$ cat config.mk
export PLATFORM = sky130hd
export DESIGN_NAME = imem_load_ctrl
export DESIGN_NICKNAME = d
export VERILOG_FILES = /design/src/rtl/imem_load_ctrl.sv
export SDC_FILE = /design/constraint.sdc
export NUM_CORES = 2
export LEC_CHECK = 0
export BUFFER_PORTS_ARGS = -buffer_cell sky130_fd_sc_hd__buf_4
export CORE_MARGIN = 2
export CORE_UTILIZATION = 35
export DETAILED_ROUTE_END_ITERATION = 10
export PLACE_DENSITY = 0.53
export SKIP_CTS_REPAIR_TIMING = 1
export SYNTH_ARGS = -nofsm -noshare
export SYNTH_HDL_FRONTEND = slang
export SYNTH_SLANG_ARGS = --single-unit
$ cat constraint.sdc
create_clock -name clk -period 5.8 [get_ports clk]
set_input_delay 0.29 -clock clk [delete_from_list [all_inputs] [get_ports clk]]
set_output_delay 0.29 -clock clk [all_outputs]
set_load 0.02 [all_outputs]
$ cat src/rtl/imem_load_ctrl.sv
// rtl/imem_load_ctrl.sv - instruction memory clear/load/run controller
// Clears the memory to NOP_WORD, accepts a streamed program, then serves zero-latency fetches.
module imem_load_ctrl #(
  parameter int          DEPTH    = 128,
  parameter int          AW       = 7,
  parameter logic [31:0] NOP_WORD = 32'd0
) (
  input  logic          clk,
  input  logic          reset_n,
  input  logic          start_load,
  input  logic          ld_valid,
  output logic          ld_ready,
  input  logic [31:0]   ld_data,
  input  logic          ld_last,
  input  logic [AW-1:0] PC,
  input  logic          stall,
  output logic [31:0]   Instruction,
  output logic          cpu_hold,
  output logic [AW:0]   loaded_count,
  output logic          load_err
);

  typedef enum logic [1:0] {S_CLEAR, S_LOAD, S_RUN} state_t;

  localparam logic [AW-1:0] LAST_ADDR = AW'(DEPTH - 1);
  localparam logic [AW:0]   DEPTH_W   = (AW+1)'(DEPTH);

  state_t        r_state;
  state_t        w_next;
  logic [AW-1:0] r_clr_ptr;
  logic [AW-1:0] r_wr_ptr;
  logic [AW:0]   r_count;
  logic          r_err;
  logic [31:0]   r_mem [DEPTH];

  logic          w_we;
  logic [AW-1:0] w_waddr;
  logic [31:0]   w_wdata;
  logic          w_xfer;
  logic          w_clr_done;
  logic          w_wr_full;
  logic          w_pc_ok;

  assign w_clr_done = (r_clr_ptr == LAST_ADDR);
  assign w_wr_full  = (r_wr_ptr == LAST_ADDR);
  assign w_pc_ok    = ({1'b0, PC} < DEPTH_W);

  always_ff @(posedge clk or negedge reset_n) begin
    if (!reset_n) r_state <= S_CLEAR;
    else          r_state <= w_next;
  end

  // Handshake and hold are decoded only from the registered state.
  always_comb begin
    w_next   = r_state;
    ld_ready = 1'b0;
    cpu_hold = 1'b1;
    w_we     = 1'b0;
    w_waddr  = r_clr_ptr;
    w_wdata  = NOP_WORD;
    w_xfer   = 1'b0;
    case (r_state)
      S_CLEAR: begin
        w_we = 1'b1;
        if (w_clr_done) w_next = S_LOAD;
      end
      S_LOAD: begin
        ld_ready = 1'b1;
        w_xfer   = ld_valid;
        if (ld_valid) begin
          w_we    = 1'b1;
          w_waddr = r_wr_ptr;
          w_wdata = ld_data;
          if (ld_last || w_wr_full) w_next = S_RUN;
        end
      end
      S_RUN: begin
        cpu_hold = 1'b0;
        if (start_load) w_next = S_CLEAR;
      end
      default: w_next = S_CLEAR;
    endcase
  end

  always_ff @(posedge clk or negedge reset_n) begin
    if (!reset_n) begin
      r_clr_ptr <= '0;
      r_wr_ptr  <= '0;
      r_count   <= '0;
      r_err     <= 1'b0;
    end else begin
      case (r_state)
        S_CLEAR: r_clr_ptr <= w_clr_done ? '0 : r_clr_ptr + 1'b1;
        S_LOAD: begin
          if (w_xfer) begin
            r_count <= r_count + 1'b1;
            // The pointer saturates at the top so address 0 is never overwritten.
            if (!w_wr_full) r_wr_ptr <= r_wr_ptr + 1'b1;
            if (w_wr_full && !ld_last) r_err <= 1'b1;
          end
        end
        S_RUN: begin
          if (start_load) begin
            r_clr_ptr <= '0;
            r_wr_ptr  <= '0;
            r_count   <= '0;
            r_err     <= 1'b0;
          end
        end
        default: ;
      endcase
    end
  end

  always_ff @(posedge clk) begin
    if (w_we) r_mem[w_waddr] <= w_wdata;
  end

  assign Instruction  = (r_state == S_RUN && !stall && w_pc_ok) ? r_mem[PC] : NOP_WORD;
  assign loaded_count = r_count;
  assign load_err     = r_err;

endmodule
==> metrics.cfg <==
[run_status]
outcome = completed

[route]
ant_nets = 0
firstDrtPassIters = 5
wirelength_um = 467000
vias = 78200
wl_per_cell_um = 33.4
drc_errors = 0
vias_per_cell = 5.59
drt_iter0_markers = 10500

[sta]
worstMarginPinSlew_ns = 1.35
setup_viol = 0
min_period_ns = 5.60
fmax_ghz = 0.179
hold_slack_ns = 0.00305
rsz0062_at_grt = false
skew_ns = 0.0618
slew_viol_final = 0
worst_slew_margin_rel = 0.0782
finalSetupTns_ns = 0
fin_crit_sh = 0.966
hold_violations = 0

[cells_and_area]
layout.nets = 7735
seqCellArea_mm2 = 0.124
drive_above_1_share = 0.270
layoutNonFillerInstCount = 14000
syn_to_final_growth_pct = 15.7
multiInputGateArea_mm2 = 0.0333
n_fill_cell = 39100

[hold_path]
hold_class = input port to register

[pwr]
p_leak_uw = 0.0580
max-vdd-ir-drop_mv = 0.273
pwr-share-seq = 0.512
p_clk_frac = 0.396
p_int_uw = 51800
p_per_area_mw_per_mm2 = 373
switching_power_uw = 16300
p_sw_frac = 0.239
pwr-share-comb = 0.092

[setup_path]
path_class = register to primary output
setup.worst_path.end_class = primary output
worst_ep_required_time_ns = 5.51
crit_fanout = 19
path_cells = and4bb_2, nand3_1, buf_4, o21ai_0, a2111oi_2, nand4_1, buf_4
crit_buf_inv = 2
crit_top_cell = buf_4
startpoint_type = register
max_stage_delay_ns = 0.83
cp.arrival_ns = 5.31
cp_top_family = simple AND/OR/NAND/NOR gates
slowest_stage = nand3_1

[synthesis]
syn-num-nets = 7227
yosys-top-cells-area = edfxtp_1, mux4_2, mux2i_1, a22oi_1, buf_2
synth-edff-count = 4096
yosys_warnings = 0
syn_avg_cell_area_um2 = 22.0
yosysTopAreaCell = edfxtp_1
ys_types = 57
synth_most_common_cell = edfxtp_1
synthCells = 7179
ys_seq_area_frac = 0.783
synth_top_area_share = 0.779
async_flop_share = 0.00607
synth_ff_type = edfxtp_1
syn_area_mm2 = 0.158
ys_seq_elements = 4121
synth_commonest_cells = edfxtp_1, mux4_2, mux2i_1

[floorplanning]
rows = 246
die_y_um = 676
die_width_um = 676
pin_count = 88
start_util = 0.352
core-area_mm2 = 0.449
die-area_mm2 = 0.456

[grt]
antenna_found_initial = 28
grt_max_degree = 129
grt_pass1_wl_um = 638000
grt_pass1_vias = 76600
overflow = 0
grt.total_usage = 0.200

[placement]
dp_hpwl_um = 280000
io_buffers = 87
gp_congestion = 0.856
placed_cells = 13200

[clocking]
numCtsBuffers = 419
htreeDepth = 5
max-clock-path-buffers = 4
root_buffer = clkbuf_16
clock_latency_ns = 0.98
clkTransAtPathRegs_ns = 0.06
cts.sinks = 4121
cts_tree = yes

[job]
drv_cap = 0

final timing paths:
| path | start | slack [ns] | cells past startpoint | endpoint |
|---|---|---|---|---|
| worst max-delay path | r_state[0] | 0.20 | 7 | Instruction[23] |
| worst min-delay path | ld_data[6] | 0.003 | 2 | r_mem[84][6] |
| worst max register to register | r_state[0] | 1.30 | 7 | r_mem[48][15] |
| worst min register to register | load_err | 0.53 | 2 | load_err |
| max in group asynchronous | reset_n | 5.27 | 4 | r_wr_ptr[2] |
| min in group asynchronous | reset_n | 0.35 | 4 | loaded_count[0] |
layout make-up:
cell class | count | area share
Sequential cell | 4121 | 0.677
Multi-Input combinational cell | 2613 | 0.182
Clock buffer | 505 | 0.0602
Tap cell | 5952 | 0.0408
Timing Repair Buffer | 501 | 0.0249
Clock inverter | 255 | 0.0139
Inverter | 31 | 0.000637
Antenna cell | 15 | 0.000206
state kept, by name (all words and copies together) (netlist names):
register      cells
r_state           2
r_wr_ptr          7
loaded_count      8
r_mem          4096
r_clr_ptr         7
load_err          1
logic make-up (layout without fill, tap and decap cells):
logic type,Yosys count,after routing,share of synthesized area
DFF,4121,4121,0.783
muxes,1318,1318,0.151
AOI/OAI and AO/OA,693,693,0.0325
and+or+nand+nor,588,588,0.0186
buffers and inverters,445,1292,0.0137
xor gates and xnor gates,11,11,0.000610
adders and majority gates,3,3,0.000238
other,0,15,0
cells in the final DEF, fill, tap and decap left out, types with 8 or more instances in the layout:
master	synthesis	final
a211oi_1	22	22
a2111oi_2	22	23
edfxtp_1	4096	4096
a2111oi_0	29	25
mux2_2	33	33
diode_2	0	15
a22o_1	19	19
bufinv_16	0	48
and2_4	0	32
clkinv_2	0	74
a41o_1	25	25
xor2_1	10	10
buf_12	0	58
a221oi_1	8	8
o21ai_0	38	38
nand2_1	44	42
buf_4	44	426
nand3_1	92	86
nand3b_1	17	17
a31o_2	8	8
o22ai_1	96	96
nor2b_1	73	65
nand4_1	68	68
clkbuf_1	160	76
nor2_1	221	89
clkinv_1	0	109
mux2i_1	435	435
inv_1	31	31
dfrtp_1	25	25
mux4_2	850	850
dlygate4sd3_1	0	14
a22oi_1	337	337
clkbuf_16	0	427
nor2_4	0	131
a21oi_1	67	67
metrics by stage:
stage                util  power [uW]  cell area, um2  setup slack, ns
detailed placement  0.376       41800          169000            0.728
finish              0.407       68100          183000            0.200
global route        0.407       69800          183000            0.189
floorplan               -       38500          158000             2.27
CTS                 0.406       68500          182000          -0.0227
global placement    0.376       41500          169000            0.673
power groups by stage:
stage | combinational [uW] | clock, uW | sequential (uW)
2_1_floorplan | 2930 | 0 | 35500
3_3_place_gp | 6110 | 0 | 35400
3_5_place_dp | 6280 | 0 | 35500
4_1_cts | 6280 | 27300 | 34800
5_1_grt | 6520 | 28400 | 34900
6_report | 6260 | 26900 | 34900
worst register-to-register path, stage by stage (launching register included):
cell	delay, ns
dfrtp_1	0.61
and3b_2	0.72
mux2_2	0.50
nor2_1	0.15
nand2_2	0.60
buf_4	0.49
nor2_4	0.63
buf_4	0.41
metal layers:
layer / routed length (um) / up-vias / track usage
li1: - / 31500 / -
met1: 192000 / 42700 / 0.279
met2: 225000 / 3289 / 0.326
met3: 33800 / 590 / 0.0298
met4: 15600 / 4 / 0.0613
met5: 22 / - / 0
(Power assumes the default switching activity.)
